===== config.mk =====
export PLATFORM = sky130hd
export DESIGN_NAME = memory_stage
export DESIGN_NICKNAME = d
export VERILOG_FILES = /design/src/rtl/memory_stage.sv
export SDC_FILE = /design/constraint.sdc
export NUM_CORES = 1
export LEC_CHECK = 0
export CORE_AREA = 2 2 117 119
export CTS_CLUSTER_DIAMETER = 200
export CTS_CLUSTER_SIZE = 20
export DETAILED_ROUTE_END_ITERATION = 10
export DIE_AREA = 0 0 119 121
export PLACE_DENSITY = 0.78
export SLEW_MARGIN = 25
export SYNTH_ARGS = -nofsm -noshare
export SYNTH_HDL_FRONTEND = slang
export SYNTH_SLANG_ARGS = --single-unit

===== constraint.sdc =====
create_clock -name Clk -period 2.91 [get_ports Clk]
set_input_delay 0.582 -clock Clk [delete_from_list [all_inputs] [get_ports Clk]]
set_output_delay 0.582 -clock Clk [all_outputs]
set_load 0.01 [all_outputs]

===== src/rtl/memory_stage.sv =====
// MEM stage of the 5-stage MIPS pipeline: branch resolve, req/ack data-memory access, MEM/WB register.
// Latency: 1 cycle to MEM/WB when acked in the request cycle; +k cycles when the ack arrives k cycles later.
// Backpressure: Stall freezes upstream while a request waits for ack; the access aborts after TIMEOUT wait cycles.
module memory_stage #(
    parameter int TIMEOUT = 16
) (
    input  logic        Clk,
    input  logic        Rst,
    input  logic [31:0] ALUResult,
    input  logic [31:0] ReadData2,
    input  logic [4:0]  RegDstAddress,
    input  logic        Zero,
    input  logic        SignBit,
    input  logic        Branch,
    input  logic [2:0]  BranchLogicOp,
    input  logic [1:0]  BitSel,
    input  logic        RegWrite,
    input  logic        MemWrite,
    input  logic        MemRead,
    input  logic        MemToReg,
    output logic        dmem_req,
    output logic        dmem_we,
    output logic [31:0] dmem_addr,
    output logic [3:0]  dmem_be,
    output logic [31:0] dmem_wdata,
    input  logic [31:0] dmem_rdata,
    input  logic        dmem_ack,
    output logic        PCSrc,
    output logic        Stall,
    output logic        MemFault,
    output logic [31:0] ReadData_out,
    output logic [31:0] ALUResult_out,
    output logic [4:0]  RegDstAddress_out,
    output logic        RegWrite_out,
    output logic        MemToReg_out
);

    localparam int CW = $clog2(TIMEOUT + 1);
    localparam logic [CW-1:0] TMO = CW'(TIMEOUT);

    typedef enum logic {IDLE, WAIT} state_t;

    state_t        state, state_nxt;
    logic [CW-1:0] cnt, cnt_nxt;

    logic [1:0]  a;
    logic        op, is_half, is_byte, is_word, misaligned, acc, abort;
    logic        cond, fault_nxt, load_done;
    logic [7:0]  lane_b;
    logic [15:0] lane_h;
    logic [31:0] load_ext;

    assign a       = ALUResult[1:0];
    assign op      = MemRead | MemWrite;
    assign is_half = (BitSel == 2'b01);
    assign is_byte = (BitSel == 2'b10);
    assign is_word = ~is_half & ~is_byte;

    assign misaligned = (is_half & a[0]) | (is_word & (a != 2'b00));
    assign acc        = op & ~misaligned;
    assign abort      = (state == WAIT) && (cnt == TMO);

    assign dmem_req  = ~Rst & acc & ((state == IDLE) | ((state == WAIT) & (cnt < TMO)));
    assign Stall     = dmem_req & ~dmem_ack;
    assign dmem_we   = ~Rst & MemWrite;
    assign dmem_addr = {ALUResult[31:2], 2'b00};

    always_comb begin
        cond = 1'b0;
        case (BranchLogicOp)
            3'b000:  cond = Zero;
            3'b001:  cond = ~Zero;
            3'b010:  cond = ~SignBit;
            3'b011:  cond = ~SignBit & ~Zero;
            3'b100:  cond = SignBit | Zero;
            3'b101:  cond = SignBit;
            default: cond = 1'b0;
        endcase
    end

    assign PCSrc = ~Rst & Branch & cond;

    // Store data is replicated across lanes so the byte enables alone pick the target bytes.
    always_comb begin
        dmem_wdata = ReadData2;
        dmem_be    = 4'b1111;
        if (is_byte) begin
            dmem_wdata = {4{ReadData2[7:0]}};
            dmem_be    = 4'b0001 << a;
        end else if (is_half) begin
            dmem_wdata = {2{ReadData2[15:0]}};
            dmem_be    = a[1] ? 4'b1100 : 4'b0011;
        end
    end

    always_comb begin
        lane_b = dmem_rdata[7:0];
        case (a)
            2'd1:    lane_b = dmem_rdata[15:8];
            2'd2:    lane_b = dmem_rdata[23:16];
            2'd3:    lane_b = dmem_rdata[31:24];
            default: lane_b = dmem_rdata[7:0];
        endcase
        lane_h   = a[1] ? dmem_rdata[31:16] : dmem_rdata[15:0];
        load_ext = dmem_rdata;
        if (is_byte)
            load_ext = {{24{lane_b[7]}}, lane_b};
        else if (is_half)
            load_ext = {{16{lane_h[15]}}, lane_h};
    end

    always_comb begin
        state_nxt = state;
        cnt_nxt   = cnt;
        case (state)
            IDLE: begin
                if (dmem_req && !dmem_ack) begin
                    state_nxt = WAIT;
                    cnt_nxt   = CW'(1);
                end
            end
            WAIT: begin
                if (abort || dmem_ack) begin
                    state_nxt = IDLE;
                    cnt_nxt   = '0;
                end else begin
                    cnt_nxt = cnt + CW'(1);
                end
            end
            default: begin
                state_nxt = IDLE;
                cnt_nxt   = '0;
            end
        endcase
    end

    always_ff @(posedge Clk or posedge Rst) begin
        if (Rst) begin
            state <= IDLE;
            cnt   <= '0;
        end else begin
            state <= state_nxt;
            cnt   <= cnt_nxt;
        end
    end

    // A misaligned op or an aborted access turns into a bubble plus a one-cycle fault flag.
    assign fault_nxt = (op & misaligned) | abort;
    assign load_done = dmem_req & dmem_ack & MemRead & ~MemWrite;

    always_ff @(posedge Clk or posedge Rst) begin
        if (Rst) begin
            MemFault          <= 1'b0;
            ReadData_out      <= '0;
            ALUResult_out     <= '0;
            RegDstAddress_out <= '0;
            RegWrite_out      <= 1'b0;
            MemToReg_out      <= 1'b0;
        end else begin
            MemFault <= fault_nxt;
            if (Stall) begin
                RegWrite_out <= 1'b0;
            end else begin
                ALUResult_out     <= ALUResult;
                RegDstAddress_out <= RegDstAddress;
                RegWrite_out      <= RegWrite & ~fault_nxt;
                MemToReg_out      <= MemToReg;
                if (load_done)
                    ReadData_out <= load_ext;
            end
        end
    end

endmodule


After elaboration in Yosys (flattened, before gate mapping)
Cells that the tools add are included.
{ "op_classes": {"addsub": 1, "magnitude_cmp": 1, "n_eq_ne": 12, "shifts": 1, "muxes": 17, "n_bitwise": 33, "n_reduce_logical": 7} }
{ "op_table": {"columns": ["op", "count"], "rows": [
  ["32-bit two-way mux", 4],
  ["8-bit one-hot mux with 3 select lines", 1],
  ["1-bit AND", 17],
  ["16-bit two-way mux", 1],
  ["4-bit two-way mux", 3],
  ["1-bit NOT", 11],
  ["5-bit two-way mux", 2],
  ["5-bit one-hot mux with 2 select lines", 1],
  ["2-bit == test, second input constant", 3],
  ["3-bit by 2-bit == test with 1-bit output, second input constant", 2],
  ["3-bit == test, second input constant", 2],
  ["1-bit one-hot mux with 6 select lines", 1],
  ["5-bit by 1-bit adder with 5-bit output, second input constant", 1],
  ["5-bit == test, second input constant", 1],
  ["5-bit less-than comparator, second input constant", 1],
  ["1-bit OR", 5],
  ["2-bit by 1-bit == test with 1-bit output, second input constant", 2],
  ["1-bit by 2-bit << shifter with 4-bit output, first input constant", 1],
  ["3-bit by 1-bit == test with 1-bit output, second input constant", 1],
  ["3-bit logical NOT", 1],
  ["1-bit two-way mux", 3],
  ["1-bit logical AND", 2],
  ["2-bit by 1-bit inequality test with 1-bit output, second input constant", 1],
  ["1-bit one-hot mux with 2 select lines", 1],
  ["other kinds (4)", 4]
]} }
{ "word_totals": {"reg_bits": 78, "in_bits": 116, "output_inout_bits": 144, "wordCells": 80} }

Longest topological paths before layout
Gate-level depths: netlist (run 1).
{ "depth": {"word_depth": 13, "depth_mapped": 8, "depth_no_buf": 7} }

Worst setup path before layout (run 1)
No wires, ideal clock.
{ "synth_timing": {"path_kind": "in2out", "start": "in Rst", "end": "out PCSrc", "arrival_ns": 2.631, "required_ns": 2.328, "path_slack_ns": -0.303, "path_stages": 2, "n_path_buf": 0, "path_cell_list": "inv_1 -> and3_1"} }
{ "synth_via": {"elab_chain_cells": 3} }
{ "synth_lines": {"columns": ["element", "line", "source"], "rows": [
  ["start: declaration", "8", "input logic Rst,"],
  ["1-bit NOT", "81", "assign PCSrc = ~Rst & Branch & cond;"],
  ["1-bit AND (2 in a row)", "81", null],
  ["end: declaration", "28", "output logic PCSrc,"]
]} }
Every way passes these cells.

Worst setup path in the final report (run 1)
{ "layout_timing": {"start": "in BitSel[0]", "end": "out dmem_be[0]"} }
{ "layout_via": {"elab_chain_cells": 3, "elab_cells_between_ends": 4, "classes_between": "eq/ne: 2; mux: 2"} }
{ "layout_lines": {"columns": ["element", "line", "source"], "rows": [
  ["start: declaration", "16", "input logic [1:0] BitSel,"],
  ["2-bit by 1-bit == test with 1-bit output", "55", "assign is_half = (BitSel == 2'b01);"],
  ["4-bit two-way mux", "90", "end else if (is_half) begin"],
  ["4-bit two-way mux (*)", "87", "if (is_byte) begin"],
  ["end: declaration", "24", "output logic [3:0] dmem_be,"]
]} }
Every way passes the cells marked *; elsewhere a longest branch is shown, timed or not.

==> qor.csv, run 1 <==
stage;metric;value;unit
outcome;status;completed;
min_path;worstHoldEndpoint;ALUResult_out[14]$_DFFE_PP0N_;
logic_synthesis;synth_enable_flop_cells;0;
logic_synthesis;postSynthAreaPerCell;10.70;sq um
logic_synthesis;synth.distinct_cells;39;
sta;maxSlewHeadroom;52.61;%
layout;mostFrequentLayoutCells;clkdlybuf4s50_1 (227), dfrtp_1 (78), nand2_1 (46);
sta;period_share;97.48;%
grt;overflow;0;
worst_setup_path;cp_max_fo;6;
die;dieArea;14400;sq um
power;max-vdd-ir-drop;0.2552;mV
clock_tree;cts_buffers;9;
place;dp_hpwl;10.85;mm
sta;fin_crit;2.837;ns
grt;track_usage;19.27;%
sta;finClkSkew;0.005485;ns
sta;setup_viol;0;
worst_setup_path;reg2reg_from;cnt[4]$_DFFE_PP0P_;
clock_tree;path_clk_slew;0.06;ns
route;drt_pass1_iterations;4;
sta;rsz0062_at_grt;false;
route;wirelength;13.84;mm
die;die_y;121;um
clock_tree;clock-sinks;78;
grt;antenna_found_initial;0;
die;fp-row-count;42;
logic_synthesis;async_flop_share;100.0;%
grt;grt_max_degree;79;
logic_synthesis;seq_area_frac_synth;44.70;%
logic_synthesis;ys.warnings.count;0;
worst_setup_path;r2r_end;ALUResult_out[6]$_DFFE_PP0N_;
route;routedWlPerCell;16.79;um
logic_synthesis;synth_cells;408;
layout;fin_nets;763;
layout;synthToLayoutAreaGrowth;66.85;%
route;drc;0;
min_path;hold_depth;1;
clock_tree;clockBufferDepth;2;
min_path;hold_path.class;flop to flop;
worst_setup_path;arrival;2.25;ns
die;die_w;119;um
grt;grt_pass1_wl;21.55;mm
power;power;3.871;mW
min_path;min_from;ALUResult_out[14]$_DFFE_PP0N_;
clock_tree;htreeDepth;3;
die;core-area;13090;sq um
power;power.leakage;3.074;nW
route;vias;4008;
clock_tree;cts_tree;built;
place;io_buffers;257;
logic_synthesis;synthFlopType;dfrtp_1;
layout;final_core_util;55.68;%
logic_synthesis;ys_ff_latch;78;
sta;maxSlewViolCount;0;
layout;antenna_cells;0;
logic_synthesis;synthesis.area;4367;sq um
worst_setup_path;crit_type;input port to primary output;
place;finalWeightedCongestion;0.8621;
sta;fmax;352.5;MHz
clock_tree;clockRootBuffer;clkbuf_16;
die;ios;260;
layout;drive_gt1_share;14.20;%
grt;grt_pass1_vias;4188;
flow_run;maxCapViolCount;0;
power;powerDensity;531.4;nW/um^2
route;antenna_left;0;
clock_tree;clkLatencyLatePin;0.34;ns
sta;worstMarginPinSlew;0.7109;ns
route;viasPerCell;4.864;
worst_setup_path;worstSetupEndpointType;primary output;
layout;final_common_cell;clkdlybuf4s50_1;
worst_setup_path;ff2ff_path_depth;6;
worst_setup_path;worst_ep_required_time;2.33;ns
route;drtIter0Drc;175;
worst_setup_path;r2r_setup_slack;0.79;ns
worst_setup_path;worst_setup_path_start_kind;input port;
die;initial_core_util;33.37;%
sta;hold_viol;0;
==> cell type report <==
type | count | area [sq um]
clock buffer | 10 | 229.0
clock inverter | 6 | 62.56
fill | 1113 | 5799
inverter | 17 | 72.57
multi-input combinational | 252 | 1958
sequential | 78 | 1952
tap | 176 | 220.2
timing repair buffer | 285 | 2791
==> per-stage QoR <==
step	cell area [sq um]	setup WS (ns)	TNS, ns	std cells	hold slack, ns
final	7286	0.07342	0	824	0.4889
after global routing	7286	0.005085	0	824	0.5087
after CTS	7246	-0.01523	-0.04775	823	0.4937
after detailed placement	6944	-0.3447	-13.04	803	0.4809
after global placement	6944	-0.3167	-10.45	803	0.4742
after floorplan	4374	0.2127	0	409	0.5009
==> cells by family (layout without fill, tap and decap cells) <==
| group | after synthesis | count (layout) | share of synthesized area, % |
|---|---|---|---|
| adder cells (fa/ha/maj) | 4 | 4 | 1.146 |
| other | 1 | 2 | 0.08588 |
| multiplexers | 72 | 72 | 20.11 |
| AO/OA/AOI/OAI | 77 | 77 | 11.66 |
| AND/OR/NAND/NOR | 97 | 97 | 10.95 |
| buffers and inverters | 79 | 318 | 11.35 |
| flip-flops | 78 | 78 | 44.70 |
==> metal layers <==
metal  GRT usage (%)  share of wire [%]  up-vias
met2           35.99                 52      226
li1                -                  -     1865
met3           5.216                8.9       26
met1           20.10                 36     1891
met5               0                  0        -
met4           8.705                3.0        0
==> cells in the mapped netlist (2+ instances only) <==
cell type	instances	share of area [%]
nand3_1	3	0.34
nor3b_1	2	0.34
nor2_1	14	1.2
buf_2	8	0.92
ha_1	4	1.1
mux2_1	34	8.8
mux2i_1	9	2.1
and2_1	19	2.7
inv_1	16	1.4
mux4_2	7	3.6
a21oi_1	13	1.5
clkbuf_1	8	0.69
buf_6	4	1.0
dfrtp_1	78	45
mux2_2	22	5.7
o21ai_0	23	2.6
o22a_1	25	5.0
a31oi_1	8	1.1
buf_4	41	7.0
a22oi_1	3	0.52
nand2_1	46	4.0
nor2b_1	4	0.57
==> worst max-delay path, cell delays in order <==
cell	delay, ns
clkdlybuf4s50_1	0.43
buf_4	0.15
ha_4	0.16
buf_4	0.16
or2_2	0.31
a22oi_1	0.17
dlygate4sd2_1	0.30
==> where the power goes <==
group | internal (mW) | switching [mW] | total, mW
registers | 1.30 | 0.127 | 1.43
logic | 0.822 | 0.524 | 1.35
clock network | 0.662 | 0.438 | 1.10
total | 2.78 | 1.09 | 3.87
==> timing repair <==
| item | in CTS | in global routing |
|---|---|---|
| hold buffers | 0 | 0 |
| endpoints found under the hold margin | 0 | 0 |
| pin swaps | 0 | 1 |
| setup endpoints to repair | 30 | 20 |
| setup buffers | 4 | 1 |
| resized for setup | 48 | 16 |
==> state kept, by name, indices dropped and copies added, names as in the netlist <==
signal and count:
ALUResult_out 32, MemFault 1, MemToReg_out 1, ReadData_out 32
RegDstAddress_out 5, RegWrite_out 1, cnt 5, state 1
==> worst max path at each step <==
| stage | start | endpoint | slack (ns) | cells after the start |
|---|---|---|---|---|
| 6_report | BitSel[0] | dmem_be[0] | 0.07 | 7 |
| 5_1_grt | BitSel[0] | dmem_be[0] | 0.005 | 7 |
| 4_1_cts | BitSel[1] | dmem_wdata[9] | -0.02 | 6 |
| 3_5_place_dp | BitSel[0] | Stall | -0.34 | 8 |
| 3_3_place_gp | BitSel[0] | Stall | -0.32 | 8 |
| 2_1_floorplan | Rst | PCSrc | 0.21 | 2 |
No activity file was read; power rests on OpenSTA's default activity.
==> run 2, diff against run 1 <==
- SETUP_SLACK_MARGIN: default -> 0.4
==> run 2 against run 1 <==
  * Clock skew is 0.00093 ns lower
  * Final area is 1.7% higher
  * Highest routed layer unchanged
  * Flip-flop and latch count stayed put
  * Sequential share of layout area is 0.45 points lower
  * Critical path type unchanged
  * Via count hardly changed
  * Non-clock buffer count is 1 higher
  * Sequential power hardly changed
==> qor.csv, run 2 (synthesized netlist as in run 1, its figures left out) <==
stage;metric;value;unit;change
clock_tree;clockBufferDepth;2;;unchanged
clock_tree;clkLatencyLatePin;0.33;ns;about the same
layout;fin_cells;825;;+0.12%
layout;mostFrequentLayoutCells;clkdlybuf4s50_1 (226), dfrtp_1 (78), nand2_1 (46);;
layout;fin_nets;764;;+0.13%
place;dpl.cell_count;805;;+0.25%
layout;nFillCells;1058;;-4.9%
worst_setup_path;critPathSlowestCell;clkdlybuf4s50_1;;
die;initial_core_util;33.37;%;unchanged
grt;track_usage;19.37;%;+0.11 points
min_path;min_from;ALUResult_out[1]$_DFFE_PP0N_;;
sta;holdWs;0.4854;ns;-0.003516 ns
route;wirelength;14.01;mm;+1.3%
grt;busiest_layer;met2;;
grt;use_met2;35.67;%;-0.32 points
sta;maxSlewHeadroom;60.78;%;+8.2 points
sta;rsz0062_at_grt;true;;
sta;finClkSkew;0.004551;ns;-0.0009338 ns
die;die_w;119;um;unchanged
clock_tree;path_clk_slew;0.05;ns;about the same
worst_setup_path;critical_path.top_delay_family;buffers and inverters;;
min_path;hold_path.class;flop to flop;;
worst_setup_path;arrival;1.89;ns;-0.36 ns
power;power.leakage;3.084;nW;+0.33%
place;io_buffers;257;;unchanged
power;max-vdd-ir-drop;0.2624;mV;+2.8%
grt;grt_pass1_vias;4294;;+2.5%
outcome;status;completed;;
worst_setup_path;reg2reg_from;state$_DFF_PP0_;;
place;finalWeightedCongestion;0.8274;;-4.0%
clock_tree;holdBufCountCts;0;;unchanged
layout;drive_gt1_share;15.72;%;+1.5 points
min_path;hold_depth;1;;unchanged
place;dp_hpwl;10.87;mm;+0.25%
clock_tree;cts_tree;built;;
die;fp-row-count;42;;unchanged
die;ios;260;;unchanged
grt;grt_max_degree;44;;-44%
die;core-area;13090;sq um;unchanged
min_path;worstHoldEndpoint;ALUResult_out[1]$_DFFE_PP0N_;;
die;die_y;121;um;unchanged
layout;multi_input_area;2002;sq um;+2.2%
sta;fin_crit;2.468;ns;-0.3689 ns
grt;overflow;0;;unchanged
worst_setup_path;startpoint;MemWrite;;
route;viasPerCell;4.862;;about the same
grt;antenna_found_initial;0;;unchanged
sta;fmax;405.2;MHz;+15%
layout;reg_top3;ALUResult_out x32, ReadData_out x32;;
worst_setup_path;worstSetupEndpointType;primary output;;
layout;final_common_cell;clkdlybuf4s50_1;;
sta;setup_viol;0;;unchanged
clock_tree;clock-sinks;78;;unchanged
grt;met3_usage;6.814;%;+1.6 points
route;drt_pass1_iterations;4;;unchanged
route;vias;4011;;+0.075%
sta;worstMarginPinSlew;0.5883;ns;-0.1226 ns
place;pre_cts_ws;-0.3305;ns;+0.01414 ns
route;drc;0;;unchanged
grt;use_met1;19.34;%;-0.77 points
die;dieArea;14400;sq um;unchanged
sta;maxSlewViolCount;0;;unchanged
route;antenna_left;0;;unchanged
worst_setup_path;crit_type;input port to primary output;;
layout;regArea;1952;sq um;unchanged
layout;antenna_cells;0;;unchanged
worst_setup_path;worst_setup_path_start_kind;input port;;
worst_setup_path;cp_max_fo;3;;-3
power;powerDensity;538.8;nW/um^2;+1.4%
worst_setup_path;worst_ep_required_time;2.33;ns;about the same
worst_setup_path;ff2ff_path_depth;6;;unchanged
flow_run;maxCapViolCount;0;;unchanged
worst_setup_path;cp_cell_sequence;clkdlybuf4s50_1 > buf_4 > nor2b_1 > clkdlybuf4s50_1;;
sta;layout_setup_ws;0.4423;ns;+0.3689 ns
clock_tree;htreeDepth;3;;unchanged
clock_tree;clockRootBuffer;clkbuf_16;;
worst_setup_path;critical-path-max-stage-delay;0.57;ns;+0.14 ns
route;routedWlPerCell;16.99;um;+1.2%
sta;period_share;84.80;%;-13 points
worst_setup_path;critPathBufInv;3;;-1
worst_setup_path;crit_path_frequent_cell;clkdlybuf4s50_1;;
worst_setup_path;r2r_end;ALUResult_out[7]$_DFFE_PP0N_;;
sta;setup_tns;0;ns;unchanged
worst_setup_path;r2r_setup_slack;0.73;ns;-0.06 ns
layout;synthToLayoutAreaGrowth;69.68;%;
clock_tree;cts_buffers;9;;unchanged
route;drtIter0Drc;105;;-40%
sta;hold_viol;0;;unchanged
grt;grt_pass1_wl;21.59;mm;+0.19%
## run 2: cell types whose count changed in the layout (fill, tap and decap cells not counted), moves of 3 or more
cell / before / now
mux2_2: 22 / 16
dlymetal6s2s_1: 6 / 0
mux2_4: 0 / 6
buf_6: 4 / 14
dlygate4sd2_1: 15 / 18
## run 2: metrics by stage
step                total power, mW  utilization (%)  instance area, sq um
global placement              2.770            53.24                  6967
floorplan                     2.000                -                  4379
global route                  4.194            56.63                  7410
CTS                           4.042            56.61                  7407
finish                        3.992            56.63                  7410
detailed placement            2.811            53.24                  6967
## run 2: final cells by class
class,count,share of cell area (%)
clock buffers,10,3.225
clock inverters,6,1.148
inverters,17,0.9794
multi-input cells,252,27.02
flip-flops and latches,78,26.34
well taps,176,2.972
repair buffers,286,38.31
## run 2: power breakdown
part | total [mW] | internal, mW | switching, mW | leakage, nW
registers | 1.42 | 1.30 | 0.125 | 0.920
clock network | 1.20 | 0.770 | 0.427 | 0.154
logic | 1.37 | 0.845 | 0.526 | 2.01
## run 2: worst max path at each step
stage               slack [ns]  cells past startpoint             end
floorplan                 0.21                      2           PCSrc
global placement         -0.31                      8           Stall
detailed placement       -0.33                      8           Stall
CTS                       0.39                      6  dmem_wdata[13]
global route              0.35                      7  dmem_wdata[13]
finish                    0.44                      4         dmem_we
## run 2: what timing repair did
item                       in CTS  in global routing
setup endpoints to repair      89                 51
setup buffers                   3                  0
cloned                          1                  0
pin swaps                       4                  1
gates resized for setup        96                  5
## run 2: worst reg2reg max path: cells and delay by family, from the launching register on
family                 cells  cell delay, ns
muxes                      1            0.42
DFF                        1            0.43
AOI/OAI and AO/OA          1            0.20
buffers and inverters      2            0.50
and+or+nand+nor            2            0.50
## run 2: metal layers
metal	vias to the layer above	share of wire, %
met2	211	52
met3	31	9.0
met1	1913	35
met5	-	0
li1	1856	-
met4	0	3.5
==> run 3, diff against run 2 <==
- CORE_AREA: 2 2 117 119 -> 2 2 111 113
- DIE_AREA: 0 0 119 121 -> 0 0 113 115
- PLACE_DENSITY: 0.78 -> 0.83
- clock period: 2.91 -> 2.51 ns (I/O delays scaled with it)
==> run 3 against run 2 <==
  * The flow now finishes with violations (design-rule violations)
  * Setup slack worse by 0.12 ns
  * Combinational power rose by 16%
  * Highest routed layer unchanged
  * Largest power group unchanged
  * Wire length shrank 0.98%
==> qor.csv, run 3 (synthesized netlist as in run 1, its figures left out) <==
stage;metric;value;unit;change
outcome;status;finished with violations;;
outcome;failed_checks;design-rule violations;;
clock_tree;cts_tree;built;;
layout;final_common_cell;clkdlybuf4s50_1;;
worst_setup_path;reg2reg_from;cnt[4]$_DFFE_PP0P_;;
clock_tree;clock-sinks;78;;unchanged
sta;hold_viol;0;;unchanged
worst_setup_path;worstSetupEndpointType;primary output;;
power;power.leakage;3.194;nW;+3.5%
grt;grt_pass1_vias;4195;;-2.3%
die;core-area;11810;sq um;-9.7%
sta;rsz0062_at_grt;true;;
worst_setup_path;cp-endpoint;dmem_wdata[22];;
power;powerDensity;623.5;nW/um^2;+16%
sta;maxSlewViolCount;0;;unchanged
die;die_y;115;um;-5.0%
layout;regArea;1952;sq um;unchanged
route;wirelength;13.88;mm;-0.98%
worst_setup_path;ff2ff_path_depth;6;;unchanged
place;dpl.cell_count;779;;-3.2%
route;drt_pass1_iterations;7;;+3
clock_tree;clkLatencyLatePin;0.33;ns;about the same
sta;period_share;87.30;%;
sta;worstMarginPinSlew;0.5570;ns;-0.03130 ns
layout;nFillCells;949;;-10%
route;met2WireLength;7.228;mm;-1.1%
sta;setup_viol;0;;unchanged
layout;mostFrequentLayoutCells;clkdlybuf4s50_1 (212), dfrtp_1 (78), nand2_1 (44);;
min_path;hold_path.class;flop to flop;;
sta;fin_crit;2.191;ns;
clock_tree;path_clk_slew;0.05;ns;about the same
worst_setup_path;startpoint;BitSel[1];;
die;initial_core_util;36.97;%;+3.6 points
route;drtIter0Drc;148;;+41%
worst_setup_path;arrival;1.69;ns;-0.20 ns
worst_setup_path;worst_setup_path_start_kind;input port;;
route;routedWlPerCell;17.28;um;+1.7%
sta;finClkSkew;0.006527;ns;+0.001976 ns
worst_setup_path;cp_max_fo;3;;unchanged
route;viasPerCell;5.027;;+3.4%
place;dp_hpwl;10.85;mm;-0.23%
layout;drive_gt1_share;18.45;%;+2.7 points
sta;maxSlewHeadroom;62.86;%;+2.1 points
grt;grt_pass1_wl;21.29;mm;-1.4%
layout;fin_cells;803;;-2.7%
worst_setup_path;worst_ep_required_time;2.01;ns;-0.32 ns
route;wl_met3;1.019;mm;-19%
worst_setup_path;r2r_setup_slack;0.65;ns;-0.08 ns
grt;grt_max_degree;45;;+2.3%
clock_tree;clockBufferDepth;2;;unchanged
layout;synthToLayoutAreaGrowth;70.80;%;
clock_tree;clockRootBuffer;clkbuf_16;;
die;fp-row-count;40;;-4.8%
worst_setup_path;r2r_end;RegDstAddress_out[3]$_DFFE_PP0N_;;
route;vias;4037;;+0.65%
flow_run;maxCapViolCount;0;;unchanged
power;max-vdd-ir-drop;0.3523;mV;+34%
die;ios;260;;unchanged
clock_tree;htreeDepth;3;;unchanged
route;drc;14;;+14
place;place_area;6992;sq um;+0.36%
layout;fin_nets;771;;+0.92%
layout;fin_area;7458;sq um;+0.66%
place;finalWeightedCongestion;0.8719;;+5.4%
clock_tree;cts_buffers;9;;unchanged
layout;antenna_cells;0;;unchanged
die;dieArea;13000;sq um;-9.8%
grt;antenna_found_initial;0;;unchanged
route;top_layer;met4;;
route;antenna_left;0;;unchanged
worst_setup_path;crit_type;input port to primary output;;
die;die_w;113;um;-5.0%
sta;fmax;456.3;MHz;
layout;reg_top3;ALUResult_out x32, ReadData_out x32;;
route;met1_length;5.270;mm;+6.5%
layout;multi_input_area;2026;sq um;+1.2%
grt;track_usage;20.78;%;+1.4 points
place;io_buffers;257;;unchanged
grt;overflow;0;;unchanged
run 3: cell count changes in the layout (fill, tap and decap cells not counted), sizes merged:
cell           previous run  this run
clkdlybuf4s50           226       212
buf                      40        51
dlymetal6s2s              0         7
clkbuf                   10        16
clkinv                    3         1
dlygate4sd2              18        16
clkinvlp                  3         4
run 3: how the worst min path moves through the flow:
stage	startpoint	slack, ns	end	cells after the start
CTS	ALUResult_out[31]$_DFFE_PP0N_	0.50	ALUResult_out[31]$_DFFE_PP0N_	1
global placement	ALUResult_out[16]$_DFFE_PP0N_	0.47	ALUResult_out[16]$_DFFE_PP0N_	1
finish	ALUResult_out[21]$_DFFE_PP0N_	0.49	ALUResult_out[21]$_DFFE_PP0N_	1
floorplan	state$_DFF_PP0_	0.50	cnt[0]$_DFFE_PP0P_	1
detailed placement	ALUResult_out[18]$_DFFE_PP0N_	0.48	ALUResult_out[18]$_DFFE_PP0N_	1
global route	ALUResult_out[31]$_DFFE_PP0N_	0.50	ALUResult_out[31]$_DFFE_PP0N_	1
run 3: layer usage:
layer	global-route usage (%)	vias to the layer above
met4	8.943	0
met2	37.25	179
li1	-	1884
met5	0	-
met3	4.164	23
met1	24.28	1951
run 3: power by group:
part	total [mW]	internal, mW	leakage, nW	switching (mW)
Clock	1.40	0.898	0.148	0.504
Sequential	1.65	1.51	0.920	0.149
Combinational	1.59	0.980	2.13	0.614
run 3: timing repair:
| action | CTS | global route |
|---|---|---|
| setup endpoints to repair | 108 | 63 |
| pin swaps | 6 | 6 |
| hold buffers | 0 | 0 |
| gates resized for setup | 124 | 26 |
| setup buffers | 8 | 0 |
run 3: layout make-up:
type	instances	area share, %
clock buffer	11	3.254
clock inverter	5	1.107
inverter	17	1.040
multi-input combinational	252	27.16
sequential	78	26.17
tap	147	2.466
timing repair buffer	293	38.80
run 3: through the flow:
stage                     setup WS, ns  power, mW  hold WS [ns]  utilization, %  TNS (ns)
final                           0.3187      4.651        0.4923           63.15         0
after global routing            0.2901      4.866        0.5029           63.15         0
after CTS                       0.2122      4.696        0.4967           63.08         0
after detailed placement       -0.5665      3.262        0.4806           59.19    -35.45
after global placement         -0.5431      3.211        0.4736           59.19    -31.03
after floorplan               -0.02565      2.325        0.5009               -  -0.02565
run 3: critical path: stages:
cell    delay [ns]
buf_8         0.09
inv_4         0.03
ha_4          0.17
buf_6         0.13
nor2_4        0.13
buf_6         0.11
buf_6         0.10
mux2_4        0.30
buf_6         0.12
